==> config.mk <==
export PLATFORM = sky130hd
export DESIGN_NAME = scene_sequencer
export DESIGN_NICKNAME = d
export VERILOG_FILES = /design/src/rtl/scene_pkg.sv /design/src/rtl/scene_anim_frame_ctr.sv /design/src/rtl/scene_sequencer.sv
export SDC_FILE = /design/constraint.sdc
export NUM_CORES = 1
export LEC_CHECK = 0
export ABC_AREA = 0
export BUFFER_PORTS_ARGS = -buffer_cell sky130_fd_sc_hd__buf_2
export CAP_MARGIN = 10
export CORE_ASPECT_RATIO = 0.6
export CORE_MARGIN = 1
export CORE_UTILIZATION = 25
export DETAILED_ROUTE_END_ITERATION = 7
export HOLD_SLACK_MARGIN = 0.02
export PLACE_DENSITY = 0.41
export SLEW_MARGIN = 15
export SYNTH_ARGS = -nofsm -noshare
export SYNTH_HDL_FRONTEND = slang
export SYNTH_HIERARCHICAL = 1
export SYNTH_SLANG_ARGS = --single-unit
==> constraint.sdc <==
create_clock -name clk -period 1.55 [get_ports clk]
set_input_delay 0.0775 -clock clk [delete_from_list [all_inputs] [get_ports clk]]
set_output_delay 0.0775 -clock clk [all_outputs]
set_load 0.05 [all_outputs]
==> src/rtl/scene_pkg.sv <==
// Shared scene-controller encodings: FSM states, gate bit positions and renderer tile IDs.
// Pure definitions, no logic.
package scene_pkg;

  typedef enum logic [3:0] {
    S_START = 4'h0,
    S_PLAY  = 4'h1,
    S_LOSE  = 4'h2,
    S_WIN   = 4'h3,
    S_PAUSE = 4'h4
  } state_t;

  localparam int GATE1_BIT = 4;
  localparam int GATE2_BIT = 3;
  localparam int GATE3_BIT = 2;

  localparam logic [2:0] TILE_EMPTY = 3'd0;
  localparam logic [2:0] TILE_WALL  = 3'd1;
  localparam logic [2:0] TILE_SPIKE = 3'd2;
  localparam logic [2:0] TILE_EXIT  = 3'd3;
  localparam logic [2:0] TILE_PLATE = 3'd4;
  localparam logic [2:0] TILE_GATE  = 3'd5;

  function automatic logic is_end_state(state_t s);
    return (s == S_LOSE) || (s == S_WIN);
  endfunction

endpackage

==> src/rtl/scene_anim_frame_ctr.sv <==
// Per-player sprite-strip frame counter, stepping once every ANIM_DIV ticks while run is high.
// Updates only on tick; no backpressure.
module anim_frame_ctr #(
  parameter int IDLE_FRAMES = 4,
  parameter int WALK_FRAMES = 6,
  parameter int ANIM_DIV    = 8
) (
  input  logic       clk,
  input  logic       rst,
  input  logic       tick,
  input  logic       run,
  input  logic       moving,
  output logic [2:0] frame_idx
);

  localparam int DW = (ANIM_DIV > 1) ? $clog2(ANIM_DIV) : 1;

  logic [DW-1:0] div;
  logic          prev_moving;
  logic [2:0]    last_frame;

  assign last_frame = moving ? 3'(WALK_FRAMES - 1) : 3'(IDLE_FRAMES - 1);

  always_ff @(posedge clk or posedge rst) begin
    if (rst) begin
      div         <= '0;
      prev_moving <= 1'b0;
      frame_idx   <= '0;
    end else if (tick) begin
      prev_moving <= moving;
      // A walk/idle switch restarts the new strip from its first frame.
      if (!run || (moving != prev_moving)) begin
        div       <= '0;
        frame_idx <= '0;
      end else if (div == DW'(ANIM_DIV - 1)) begin
        div       <= '0;
        frame_idx <= (frame_idx >= last_frame) ? 3'd0 : frame_idx + 3'd1;
      end else begin
        div <= div + 1'b1;
      end
    end
  end

endmodule

==> src/rtl/scene_sequencer.sv <==
// Frame-synchronous scene FSM, gate timers and animation counters; SCENE_PAUSE_EN adds btn_pause/PAUSE.
// Outputs change only on the clk after frame_tick (3 clk after vsync rises); no backpressure.
module scene_sequencer
  import scene_pkg::*;
#(
  parameter int IDLE_FRAMES = 4,
  parameter int WALK_FRAMES = 6,
  parameter int ANIM_DIV    = 8,
  parameter int GATE_HOLD   = 120,
  parameter int END_HOLD    = 180
) (
  input  logic       clk,
  input  logic       rst,
  input  logic       vsync,
  input  logic       btn_start,
`ifdef SCENE_PAUSE_EN
  input  logic       btn_pause,
`endif
  input  logic       p0_moving,
  input  logic       p1_moving,
  input  logic       p0_on_spike,
  input  logic       p1_on_spike,
  input  logic       p0_at_exit,
  input  logic       p1_at_exit,
  input  logic [2:0] plate_hit,
  output logic [3:0] state,
  output logic [4:0] gate_open,
  output logic [2:0] frame_idx,
  output logic [2:0] frame_idx_1,
  output logic       frame_tick
);

  localparam int TW = $clog2(GATE_HOLD + 1);
  localparam int EW = $clog2(END_HOLD + 1);

  state_t        state_q;
  logic          vs_s1, vs_s2, vs_d;
  logic          start_pend;
  logic          pause_req;
  logic [EW-1:0] end_cnt;
  logic [TW-1:0] gate_tmr [3];
  logic [2:0]    g_open;
  logic          lose_hit, win_hit, stay_play, pause_enter, freeze;

  always_ff @(posedge clk or posedge rst) begin
    if (rst) begin
      vs_s1      <= 1'b0;
      vs_s2      <= 1'b0;
      vs_d       <= 1'b0;
      frame_tick <= 1'b0;
    end else begin
      vs_s1      <= vsync;
      vs_s2      <= vs_s1;
      vs_d       <= vs_s2;
      frame_tick <= vs_s2 & ~vs_d;
    end
  end

  // Every tick either uses or drops a pending press, so pendings clear on each tick.
  always_ff @(posedge clk or posedge rst) begin
    if (rst) start_pend <= 1'b0;
    else     start_pend <= btn_start | (start_pend & ~frame_tick);
  end

`ifdef SCENE_PAUSE_EN
  logic pause_pend;
  always_ff @(posedge clk or posedge rst) begin
    if (rst) pause_pend <= 1'b0;
    else     pause_pend <= btn_pause | (pause_pend & ~frame_tick);
  end
  assign pause_req = pause_pend;
`else
  assign pause_req = 1'b0;
`endif

  assign lose_hit    = p0_on_spike | p1_on_spike;
  assign win_hit     = p0_at_exit & p1_at_exit;
  assign stay_play   = (state_q == S_PLAY) && !lose_hit && !win_hit && !pause_req;
  assign pause_enter = (state_q == S_PLAY) && !lose_hit && !win_hit && pause_req;
  assign freeze      = pause_enter || (state_q == S_PAUSE);

  always_ff @(posedge clk or posedge rst) begin
    if (rst) begin
      state_q <= S_START;
      end_cnt <= '0;
    end else if (frame_tick) begin
      end_cnt <= '0;
      case (state_q)
        S_START: if (start_pend) state_q <= S_PLAY;
        S_PLAY: begin
          if (lose_hit)       state_q <= S_LOSE;
          else if (win_hit)   state_q <= S_WIN;
          else if (pause_req) state_q <= S_PAUSE;
        end
        S_LOSE, S_WIN: begin
          if (start_pend || (end_cnt == EW'(END_HOLD - 1))) state_q <= S_START;
          else                                               end_cnt <= end_cnt + 1'b1;
        end
        S_PAUSE: if (pause_req) state_q <= S_PLAY;
        default: state_q <= S_START;
      endcase
    end
  end

  always_ff @(posedge clk or posedge rst) begin
    if (rst) begin
      for (int i = 0; i < 3; i++) gate_tmr[i] <= '0;
      g_open <= '0;
    end else if (frame_tick) begin
      if (stay_play) begin
        for (int i = 0; i < 3; i++) begin
          if (plate_hit[i]) begin
            g_open[i]   <= 1'b1;
            gate_tmr[i] <= TW'(GATE_HOLD);
          end else if (gate_tmr[i] > TW'(1)) begin
            gate_tmr[i] <= gate_tmr[i] - 1'b1;
          end else if (gate_tmr[i] == TW'(1)) begin
            gate_tmr[i] <= '0;
            g_open[i]   <= 1'b0;
          end
        end
      end else if (!freeze) begin
        for (int i = 0; i < 3; i++) gate_tmr[i] <= '0;
        g_open <= '0;
      end
    end
  end

  always_comb begin
    gate_open            = '0;
    gate_open[GATE1_BIT] = g_open[0];
    gate_open[GATE2_BIT] = g_open[1];
    gate_open[GATE3_BIT] = g_open[2];
  end

  assign state = state_q;

  anim_frame_ctr #(
    .IDLE_FRAMES(IDLE_FRAMES), .WALK_FRAMES(WALK_FRAMES), .ANIM_DIV(ANIM_DIV)
  ) u_anim_p0 (
    .clk(clk), .rst(rst), .tick(frame_tick & ~freeze), .run(stay_play),
    .moving(p0_moving), .frame_idx(frame_idx)
  );

  anim_frame_ctr #(
    .IDLE_FRAMES(IDLE_FRAMES), .WALK_FRAMES(WALK_FRAMES), .ANIM_DIV(ANIM_DIV)
  ) u_anim_p1 (
    .clk(clk), .rst(rst), .tick(frame_tick & ~freeze), .run(stay_play),
    .moving(p1_moving), .frame_idx(frame_idx_1)
  );

endmodule

* Yosys cells after proc, flatten, opt, wreduce, memory -nomap -nowiden
Index checks and enable logic that the tools add are counted.
Word-level totals: register bits 55, input bits 13, logic and storage cells 128
Cells by class: $add $sub $neg 8, magnitude comparators 5, equality and inequality tests 25, muxes and demuxes 41, bitwise operators 9, reductions and logical operators 21
Operator list (count):
- 2-to-1 mux 7 bit | 9
- 2-to-1 mux 21 bit | 2
- 2-to-1 mux 3 bit | 14
- == test 7 x 1 -> 1 bit (second input constant) | 3
- greater-than comparator 7 x 1 -> 1 bit (second input constant) | 3
- != test 3 bit (second input constant) | 7
- subtractor 7 x 1 -> 7 bit (second input constant) | 3
- 2-to-1 mux 4 bit | 4
- 2-to-1 mux 8 bit | 2
- one-hot mux 4 bit (4 select lines) | 1
- adder 3 x 1 -> 3 bit (second input constant) | 4
- != test 4 bit (second input constant) | 3
- AND reduction 4 bit | 3
- 2-to-1 mux 1 bit | 9
- AND reduction 3 bit | 3
- adder 8 x 1 -> 8 bit (second input constant) | 1
- == test 4 x 2 -> 1 bit (second input constant) | 2
- == test 8 bit (second input constant) | 1
- == test 3 bit (second input constant) | 2
- greater-or-equal comparator 3 bit | 2
- AND reduction 5 bit | 1
- bitwise AND 1 bit | 4
- == test 4 x 1 -> 1 bit (second input constant) | 1
- == test 4 x 3 -> 1 bit (second input constant) | 1
- other kinds (12) | 24

* Longest topological paths before layout
Gate-level depths: netlist of the first run.
depth in word-level cells 8, mapped depth 6

* Cells and area by module
The synthesis of the first run kept the hierarchy.
Modules (own cells, without submodules):
- scene_sequencer | instances 1, cells an instance 242, area each 2318.5 µm², sequential area each 975.9 µm²
- anim_frame_ctr | instances 2, cells an instance 40, area each 419.2 µm², sequential area each 175.2 µm²

* Least setup slack after synthesis of the first run
Ideal clock, no wire load.
path type reg2reg, start register state_q[0], in the netlist state[0], end register u_anim_p0.frame_idx[0], library setup time 0.125 ns, arrival 1.840 ns, slack -0.415 ns, stages on the path, launching flop included 7, cell sequence dfrtp_1 -> nor2b_1 -> nand3_1 -> clkinv_1 -> nand2_2 -> o21ai_1 -> mux2_4
On the way: word-level cells in the longest chain between the ends 7, elaborated cells on any way between the ends 11, classes of those cells eq/ne: 2; mux: 1; bitwise: 2; reduce/logical: 6
Ends and longest elaborated chain:
- start, declared | RTL line scene_sequencer.sv:36 | state_t state_q;
- start signal, assigned | RTL line scene_sequencer.sv:84 | state_q <= S_START;
- start signal, assigned | RTL line scene_sequencer.sv:89 | S_START: if (start_pend) state_q <= S_PLAY;
- start signal, assigned | RTL line scene_sequencer.sv:91 | if (lose_hit) state_q <= S_LOSE;
- == test 4 x 1 -> 1 bit * | RTL line scene_sequencer.sv:78 | assign stay_play = (state_q == S_PLAY) && !lose_hit && !win_hit && !pause_req;
- logical AND 1 bit * (2 in a row)
- named net stay_play | RTL line scene_sequencer.sv:43 | logic lose_hit, win_hit, stay_play, pause_enter, freeze;
- logical NOT 1 bit * | RTL line scene_anim_frame_ctr.sv:32 | if (!run || (moving != prev_moving)) begin
- logical OR 1 bit * | RTL line scene_anim_frame_ctr.sv:32
- nonzero test 2 bit (no source line)
- AND reduction 2 bit (no source line)
- end signal, assigned | RTL line scene_anim_frame_ctr.sv:37 | frame_idx <= (frame_idx >= last_frame) ? 3'd0 : frame_idx + 3'd1;
- end, declared | RTL line scene_anim_frame_ctr.sv:13 | output logic [2:0] frame_idx
The timed path passes the listed nets; every way through them passes the cells marked *. A chain may end at the register's enable or synchronous reset.

* Worst setup path in the final report of the first run
start register gate_tmr[20] (netlist bit), end register gate_tmr[19] (netlist bit)
On the way: word-level cells in the longest chain between the ends 4, elaborated cells on any way between the ends 7, classes of those cells order compare: 1; eq/ne: 2; mux: 3; reduce/logical: 1
Ends and longest elaborated chain:
- start, declared | RTL line scene_sequencer.sv:41 | logic [TW-1:0] gate_tmr [3];
- start signal, assigned by index | RTL line scene_sequencer.sv:114 | gate_tmr[i] <= TW'(GATE_HOLD);
- start signal, assigned by index | RTL line scene_sequencer.sv:116 | gate_tmr[i] <= gate_tmr[i] - 1'b1;
- greater-than comparator 7 x 1 -> 1 bit | RTL line scene_sequencer.sv:115 | end else if (gate_tmr[i] > TW'(1)) begin
- 2-to-1 mux 7 bit | RTL line scene_sequencer.sv:115
- 2-to-1 mux 7 bit | RTL line scene_sequencer.sv:112 | if (plate_hit[i]) begin
- 2-to-1 mux 21 bit | RTL line scene_sequencer.sv:110 | if (stay_play) begin
Several ways; a longest one is shown, not always the timed one.

==> impl_metrics.ini, run 1 <==
[run_status]
status = finished, violations left
violations = setup timing

[sta]
hold_viol = 0
hold_ws_ps = 92.97
rsz0062_at_grt = true
max_freq_mhz = 586.4
slew_headroom = 0.6592
clock_skew_ps = 6.047
worst_slack_ps = -155.4
period_share = 1.100
drv_slew = 0
setup_violations = 6
fin_crit_ps = 1705
tightestPinTransition_ps = 498.3

[global_route]
antenna_found_initial = 0
grt_overflow = 0
grt_pass1_vias = 2666
grt_max_degree = 40
groute.usage.overall = 0.1309
grt_pass1_wl_mm = 13.40

[floorplan]
start_util = 0.2592
die_h_um = 89.04
die-area_mm2 = 0.01310
die_w_um = 147.1
core-area_mm2 = 0.01218
num_io_pins = 29
rows = 31

[critical_path]
crit_arrival_ps = 1920
cp.required_ps = 1770
worstPathMaxFanout = 6
critical_path_class = flop to flop
setup.worst_path.start_class = flop
crit_path_end_kind = flop

[cts]
tritoncts = built
insertion_delay_ps = 300
clockBufferDepth = 2
cts_made_buffers = 5
clk_pin_slew_worst_paths_ps = 70
cts_htree_levels = 2
cts-root-buf = clkbuf_16
cts_num_sinks = 53

[synthesis]
syn_area_mm2 = 0.003157
synth_top_area_frac = 0.4201
synthArstFlopShare = 1.000
synth_top_area_cell = dfrtp_1
ys_seq_area_frac = 0.4201
synth_edf_count = 0
synth-seq-cells = 53
synth_flop_cell = dfrtp_1
synth.avg_cell_area_um2 = 9.804
synth_common_cells = dfrtp_1 (53), inv_1 (29), nor2_1 (20)
yosys_warnings = 6
syn_inst = 322
ys_top_cells_by_area = dfrtp_1 (42%), ha_1 (6.7%), inv_1 (3.4%), nor2_1 (2.4%), nor4_1 (2.0%)
yosysMostFrequentCell = dfrtp_1
synth_cell_types = 64

[placed_design]
hpwl_mm = 5.749
place.gp.congestion = 0.8474
io_buffers = 24

[detailed_routing]
num_vias = 2730
viasPerCell = 4.858
routed_wirelength_mm = 8.118
drc = 0
wire_per_inst_um = 14.44
firstDrtPassIters = 4
drtIter0Drc = 305
ant_nets = 0

[layout]
syn_to_final_growth_pct = 34.56
nets = 426
antenna_cells = 0
drive_above_1_share = 0.3577
fillers = 1240
fin_util = 0.3488

[power_and_ir_drop]
power.switching_w = 0.001229
p_int_w = 0.002747
switching_share = 0.3091
ir_drop_mv = 0.5409
seqPwrFrac = 0.391
power_w = 0.003977
leakage_nw = 1.910
powerDensity_mw_per_mm2 = 936.2
comb_power_share = 0.274
clockPowerShare = 0.335

[worst_hold_path]
hold_path.class = primary input to flop

[run]
drv_cap = 0
-- cell families after synthesis --
| kind of cell | after synthesis | share of synthesized area |
|---|---|---|
| and+or+nand+nor | 106 | 0.1946 |
| buffers and inverters | 46 | 0.06302 |
| DFF | 53 | 0.4201 |
| muxes | 12 | 0.04281 |
| AOI/OAI and AO/OA | 77 | 0.1831 |
| other | 1 | 0.001188 |
| xor gates and xnor gates | 10 | 0.02775 |
| adders and majority gates | 17 | 0.06738 |
-- power groups by stage --
stage / registers (W) / logic, W / clock network (W)
2_1_floorplan: 0.00167 / 0.000514 / 0
3_3_place_gp: 0.00157 / 0.000957 / 0
3_5_place_dp: 0.00157 / 0.000954 / 0
4_1_cts: 0.00155 / 0.00102 / 0.00138
5_1_grt: 0.00157 / 0.00118 / 0.00144
6_report: 0.00155 / 0.00109 / 0.00133
-- cell type report --
cell class                      instances  area (um2)  area share
Timing Repair Buffer                   80       563.0      0.1325
Sequential cell                        53        1330      0.3131
Multi-Input combinational cell        226        1854      0.4365
Inverter                               30       117.6     0.02769
Tap cell                              165       206.4     0.04860
Clock buffer                            6       138.9     0.03270
Clock inverter                          2       37.54    0.008837
-- placed cells by master, fill, tap and decap left out, types with 4 or more instances in the layout --
cell type / count
o21ai_0: 5
buf_6: 4
nor2_1: 20
nand2_1: 15
mux2i_1: 6
clkbuf_16: 5
nor4_1: 5
ha_1: 11
a211o_1: 4
a31oi_1: 4
conb_1: 4
buf_4: 49
buf_2: 24
mux2_2: 4
dfrtp_1: 50
ha_2: 6
nor3_1: 10
o22ai_1: 9
a21oi_1: 6
nand2b_1: 7
nand3_1: 5
inv_1: 27
xnor2_1: 7
a22o_1: 5
o2bb2ai_1: 4
nor4_2: 5
nand4_1: 8
-- per-layer routing --
layer / track usage / vias up / share of wire
li1: - / 1340 / -
met1: 0.1894 / 1315 / 0.54
met2: 0.1883 / 67 / 0.40
met3: 0.03367 / 8 / 0.046
met4: 0.04311 / 0 / 0.012
met5: 0 / - / 0
-- repair_timing --
action,CTS,global route
pin swaps,9,18
gates cloned,0,0
endpoints found under the hold margin,55,0
setup buffers,4,2
setup endpoints to repair,25,37
hold buffers,3,0
gates resized for setup,15,31
-- per-stage QoR --
step	TNS, ps	cell area, um2	setup WS [ps]	cells
after floorplan	-764.4	3196	-75.65	325
after global placement	-1627	3785	-210.2	545
after detailed placement	-1465	3785	-187.3	545
after CTS	-827.5	4099	-170.3	560
after global routing	-1490	4248	-227.9	562
final	-697.9	4248	-155.4	562
-- worst max-delay path, cell delays in order, from the launching register on --
cell	delay, ps
dfrtp_1	400
or4_4	570
nor4b_4	240
buf_6	170
a221oi_2	60
o22ai_1	190
-- final timing paths --
check / from / endpoint / slack, ps / cells past startpoint
setup reg to reg: gate_tmr[20]$_DFFE_PP0P_ / gate_tmr[19]$_DFFE_PP0P_ / -160 / 5
min in group asynchronous: rst / u_anim_p0/frame_idx[1]$_DFFE_PP0P_ / 280 / 3
max in group asynchronous: rst / frame_tick$_DFF_PP0_ / 690 / 4
hold / removal: p1_moving / u_anim_p1/prev_moving$_DFFE_PP0P_ / 90 / 2
setup / recovery: gate_tmr[20]$_DFFE_PP0P_ / gate_tmr[19]$_DFFE_PP0P_ / -160 / 5
hold reg to reg: vs_s1$_DFF_PP0_ / vs_s2$_DFF_PP0_ / 350 / 0
-- registers in the layout (all words and copies together), names as in the netlist, 2 cells and up --
register	flops
g_open	3
u_anim_p1/frame_idx	3
state	2
gate_tmr	21
end_cnt	8
u_anim_p0/div	3
u_anim_p0/frame_idx	3
u_anim_p1/div	3
(Power assumes the default switching activity.)
==> run 2, diff against run 1 <==
Settings changed: CORE_UTILIZATION 25 to 40, PLACE_DENSITY 0.41 to 0.59.
==> impl_metrics.ini, run 2 (synthesis results as in run 1) <==
[layout]
syn_to_final_growth_pct = 30.40
nets = 428
largest_reg_flops = 21
antenna_cells = 0
multiInputGateArea_mm2 = 0.001809
top_regs = gate_tmr (21), end_cnt (8)
finalNonFillerCells = 503
final_cell_mix = buf_4 (52), dfrtp_1 (50), inv_1 (28), buf_2 (24), nor2_1 (20)
layout_commonest_cell = buf_4
seq_area_mm2 = 0.001330
drive_above_1_share = 0.3383
regMostFlops = gate_tmr
fillers = 665

[global_route]
grt_overflow = 0
grt_pass1_vias = 2628
groute.usage.overall = 0.2029
grt_pass1_wl_mm = 12.85
grt_max_degree = 25
antenna_found_initial = 0

[sta]
worst_slack_ps = -256.0
finalSetupTns_ps = -1305
hold_viol = 0
tightestPinTransition_ps = 540.1
rsz0062_at_grt = true
period_share = 1.165
max_freq_mhz = 553.7
slew_headroom = 0.6395
drv_slew = 0
setup_violations = 9
clock_skew_ps = 4.972
hold_ws_ps = 76.99
fin_crit_ps = 1806

[floorplan]
die-area_mm2 = 0.008262
die_h_um = 70.81
num_io_pins = 29
rows = 24
die_w_um = 116.7
core-area_mm2 = 0.007447
start_util = 0.4239

[cts]
insertion_delay_ps = 300
cts_num_sinks = 53
cts_htree_levels = 2
cts-root-buf = clkbuf_16
clockBufferDepth = 2
cts_made_buffers = 5
clk_pin_slew_worst_paths_ps = 70
tritoncts = built

[critical_path]
crit_path_end_kind = flop
slowest_stage = or4_4
cp.required_ps = 1730
worstPathMaxFanout = 6
crit_chain = or4_4 -> nor4b_4 -> buf_4 -> a21oi_2 -> mux2i_1
slowest_delay_ps = 570
setup.worst_path.start_class = flop
crit-reg2reg-launch = gate_tmr[20]$_DFFE_PP0P_
critical_path_class = flop to flop
timing.critical_path.from = gate_tmr[20]$_DFFE_PP0P_
crit_arrival_ps = 1990

[run_status]
status = finished, violations left
violations = setup timing

[worst_hold_path]
hold_path.class = primary input to flop
min_from = p0_moving

[placed_design]
place_inst = 484
io_buffers = 24
dp_slack_ps = -166.0
hpwl_mm = 5.707
place.gp.congestion = 0.8711

[detailed_routing]
drc = 0
ant_nets = 0
num_vias = 2746
firstDrtPassIters = 4
drtIter0Drc = 155
routed_wirelength_mm = 7.755
wire_per_inst_um = 15.42
viasPerCell = 5.459

[power_and_ir_drop]
power.switching_w = 0.001209
seqPwrFrac = 0.416
powerDensity_mw_per_mm2 = 909.8
ir_drop_mv = 0.4402
leakage_nw = 1.886
comb_power_share = 0.285
clockPowerShare = 0.299
switching_share = 0.3228
p_int_w = 0.002536

[run]
drv_cap = 0
==> run 2: final timing paths <==
kind,end,slack (ps),cells past startpoint
min in group asynchronous,u_anim_p0/div[1]$_DFFE_PP0P_,270,3
worst min register to register,vs_s2$_DFF_PP0_,360,0
worst max-delay path,gate_tmr[15]$_DFFE_PP0P_,-260,5
worst max register to register,gate_tmr[15]$_DFFE_PP0P_,-260,5
worst min-delay path,u_anim_p0/prev_moving$_DFFE_PP0P_,80,2
max in group asynchronous,gate_tmr[19]$_DFFE_PP0P_,620,4
==> run 2: power by group through the flow <==
stage / registers [W] / clock network, W / logic (W)
6_report: 0.00156 / 0.00112 / 0.00107
2_1_floorplan: 0.00167 / 0 / 0.000514
3_5_place_dp: 0.00158 / 0 / 0.000927
3_3_place_gp: 0.00158 / 0 / 0.000920
4_1_cts: 0.00156 / 0.00115 / 0.000964
5_1_grt: 0.00157 / 0.00120 / 0.00116
==> run 2: final cells by class <==
| cell class | count | share of cell area |
|---|---|---|
| timing repair buffer | 82 | 0.1416 |
| clock buffer | 6 | 0.03131 |
| inverter | 30 | 0.02918 |
| clock inverter | 2 | 0.003647 |
| sequential | 53 | 0.3231 |
| tap | 104 | 0.03161 |
| multi-input combinational | 226 | 0.4395 |
==> run 2: routing by layer <==
layer / global-route usage / share of wire / vias up
met2: 0.2755 / 0.41 / 65
met5: 0 / 0 / -
met1: 0.3116 / 0.54 / 1333
met4: 0.06329 / 0.013 / 0
li1: - / - / 1336
met3: 0.05141 / 0.042 / 12
==> run 2: timing repair <==
action / in CTS / in global routing
endpoints found under the hold margin: 25 / 0
setup endpoints to repair: 15 / 35
hold buffers: 3 / 0
resized for setup: 10 / 24
buffers inserted: 2 / 6
pin swaps: 8 / 10
==> run 2: stage by stage <==
step | power (W) | utilization | instance area (um2)
6_report | 0.003745 | 0.5528 | 4116
5_1_grt | 0.003927 | 0.5528 | 4116
4_1_cts | 0.003678 | 0.5313 | 3956
3_5_place_dp | 0.002510 | 0.4997 | 3721
3_3_place_gp | 0.002499 | 0.4997 | 3721
2_1_floorplan | 0.002186 | - | 3196
==> run 2: critical path: cells and delay by family (launching register included) <==
kind                   cells  cell delay [ps]
buffers and inverters      1              180
AO/OA/AOI/OAI              1               50
multiplexers               1              110
AND/OR/NAND/NOR            2              970
flip-flops                 1              380
==> run 3, diff against run 2 <==
==> constraint.sdc (replaced) <==
create_clock -name clk -period 1.55 [get_ports clk]
set_input_delay 0 -clock clk [delete_from_list [all_inputs] [get_ports clk]]
set_output_delay 0 -clock clk [all_outputs]
set_load 0.05 [all_outputs]
==> impl_metrics.ini, run 3 (synthesis results as in run 1) <==
[detailed_routing]
viasPerCell = 5.457
wire_per_inst_um = 15.35
drtIter0Drc = 162
drc = 0
firstDrtPassIters = 4
ant_nets = 0
num_vias = 2756
routed_wirelength_mm = 7.750

[sta]
hold_viol = 0
fin_crit_ps = 1806
max_freq_mhz = 553.8
slew_headroom = 0.6501
finalSetupTns_ps = -1310
worst_slack_ps = -255.7
drv_slew = 0
setup_violations = 9
tightestPinTransition_ps = 511.7
period_share = 1.165
clock_skew_ps = 3.557
rsz0062_at_grt = true

[cts]
clockBufferDepth = 2
cts_num_sinks = 53
cts_htree_levels = 2
cts_made_buffers = 5
tritoncts = built
cts-root-buf = clkbuf_16
insertion_delay_ps = 290
clk_pin_slew_worst_paths_ps = 70

[layout]
drive_above_1_share = 0.3367
final_area_mm2 = 0.004136
nets = 430
final_cell_mix = buf_4 (52), dfrtp_1 (50), inv_1 (28), buf_2 (24), nor2_1 (20)
fillers = 660
top_regs = gate_tmr (21), end_cnt (8)
regMostFlops = gate_tmr
antenna_cells = 0
layout_commonest_cell = buf_4
syn_to_final_growth_pct = 31.03
largest_reg_flops = 21

[run_status]
status = finished, violations left
violations = setup timing

[global_route]
grt_pass1_wl_mm = 12.85
grt_overflow = 0
grt_pass1_vias = 2626
antenna_found_initial = 0
grt_max_degree = 25
groute.usage.overall = 0.2032

[floorplan]
die_w_um = 116.7
start_util = 0.4239
die_h_um = 70.81
num_io_pins = 29
die-area_mm2 = 0.008262
core-area_mm2 = 0.007447
rows = 24

[critical_path]
critical_path_class = flop to flop
reg2regPathDepth = 5
crit_path_end_kind = flop
cp.required_ps = 1730
setup.worst_path.start_class = flop
worstPathMaxFanout = 6
crit_arrival_ps = 1990

[run]
drv_cap = 0

[placed_design]
placed_cell_area_mm2 = 0.003721
place.gp.congestion = 0.8711
io_buffers = 24
hpwl_mm = 5.707

[worst_hold_path]
hold_path.class = primary input to flop
holdPathStages = 2

[power_and_ir_drop]
ir_drop_mv = 0.4405
powerDensity_mw_per_mm2 = 904.9
leakage_nw = 1.894
power_w = 0.003743
-- run 3: layer usage --
layer | GRT usage | part of all wire
met1 | 0.3133 | 0.53
met2 | 0.2748 | 0.41
met4 | 0.06329 | 0.011
met3 | 0.05141 | 0.045
met5 | 0 | 0
-- run 3: worst paths after layout --
path                                               start                            to  slack [ps]
worst max-delay path            gate_tmr[20]$_DFFE_PP0P_      gate_tmr[15]$_DFFE_PP0P_        -260
worst min-delay path                        plate_hit[1]         g_open[1]$_DFFE_PP0P_          80
worst max register to register  gate_tmr[20]$_DFFE_PP0P_      gate_tmr[15]$_DFFE_PP0P_        -260
worst min register to register           vs_s1$_DFF_PP0_               vs_s2$_DFF_PP0_         360
max in group asynchronous                            rst      gate_tmr[19]$_DFFE_PP0P_         690
min in group asynchronous                            rst  u_anim_p0/div[1]$_DFFE_PP0P_         200
-- run 3: cell type report --
class	count	area, um2	share of cell area
clock buffers	6	128.9	0.03116
flip-flops and latches	53	1330	0.3215
repair buffers	84	603.1	0.1458
well taps	104	130.1	0.03146
clock inverters	2	15.01	0.003630
inverters	30	120.1	0.02904
multi-input cells	226	1809	0.4374
-- run 3: report_power, final --
group          internal [W]  switching (W)
clock network      0.000600       0.000516
logic              0.000463       0.000606
registers           0.00148      0.0000815
total               0.00254        0.00120
-- run 3: metrics by stage --
step	hold slack, ps	cells	utilization	setup WS, ps
6_report	78.29	505	0.5554	-255.7
5_1_grt	100.1	505	0.5554	-307.9
4_1_cts	61.94	499	0.5339	-174.9
3_5_place_dp	-36.21	484	0.4997	-166.0
3_3_place_gp	-33.77	484	0.4997	-147.6
2_1_floorplan	-196.6	325	-	-75.65
-- run 3: critical path: stages (launching register included) --
cell and delay [ps]:
dfrtp_1 380, or4_4 570, nor4b_4 400, buf_4 180, a21oi_2 50, mux2i_1 110
-- run 3: what timing repair did --
action | 4_1_cts | 5_1_grt
pin swaps | 8 | 10
resized for setup | 10 | 24
hold buffers | 5 | 0
buffers inserted | 2 | 6
setup endpoints to repair | 15 | 35
hold endpoints to repair | 27 | 0
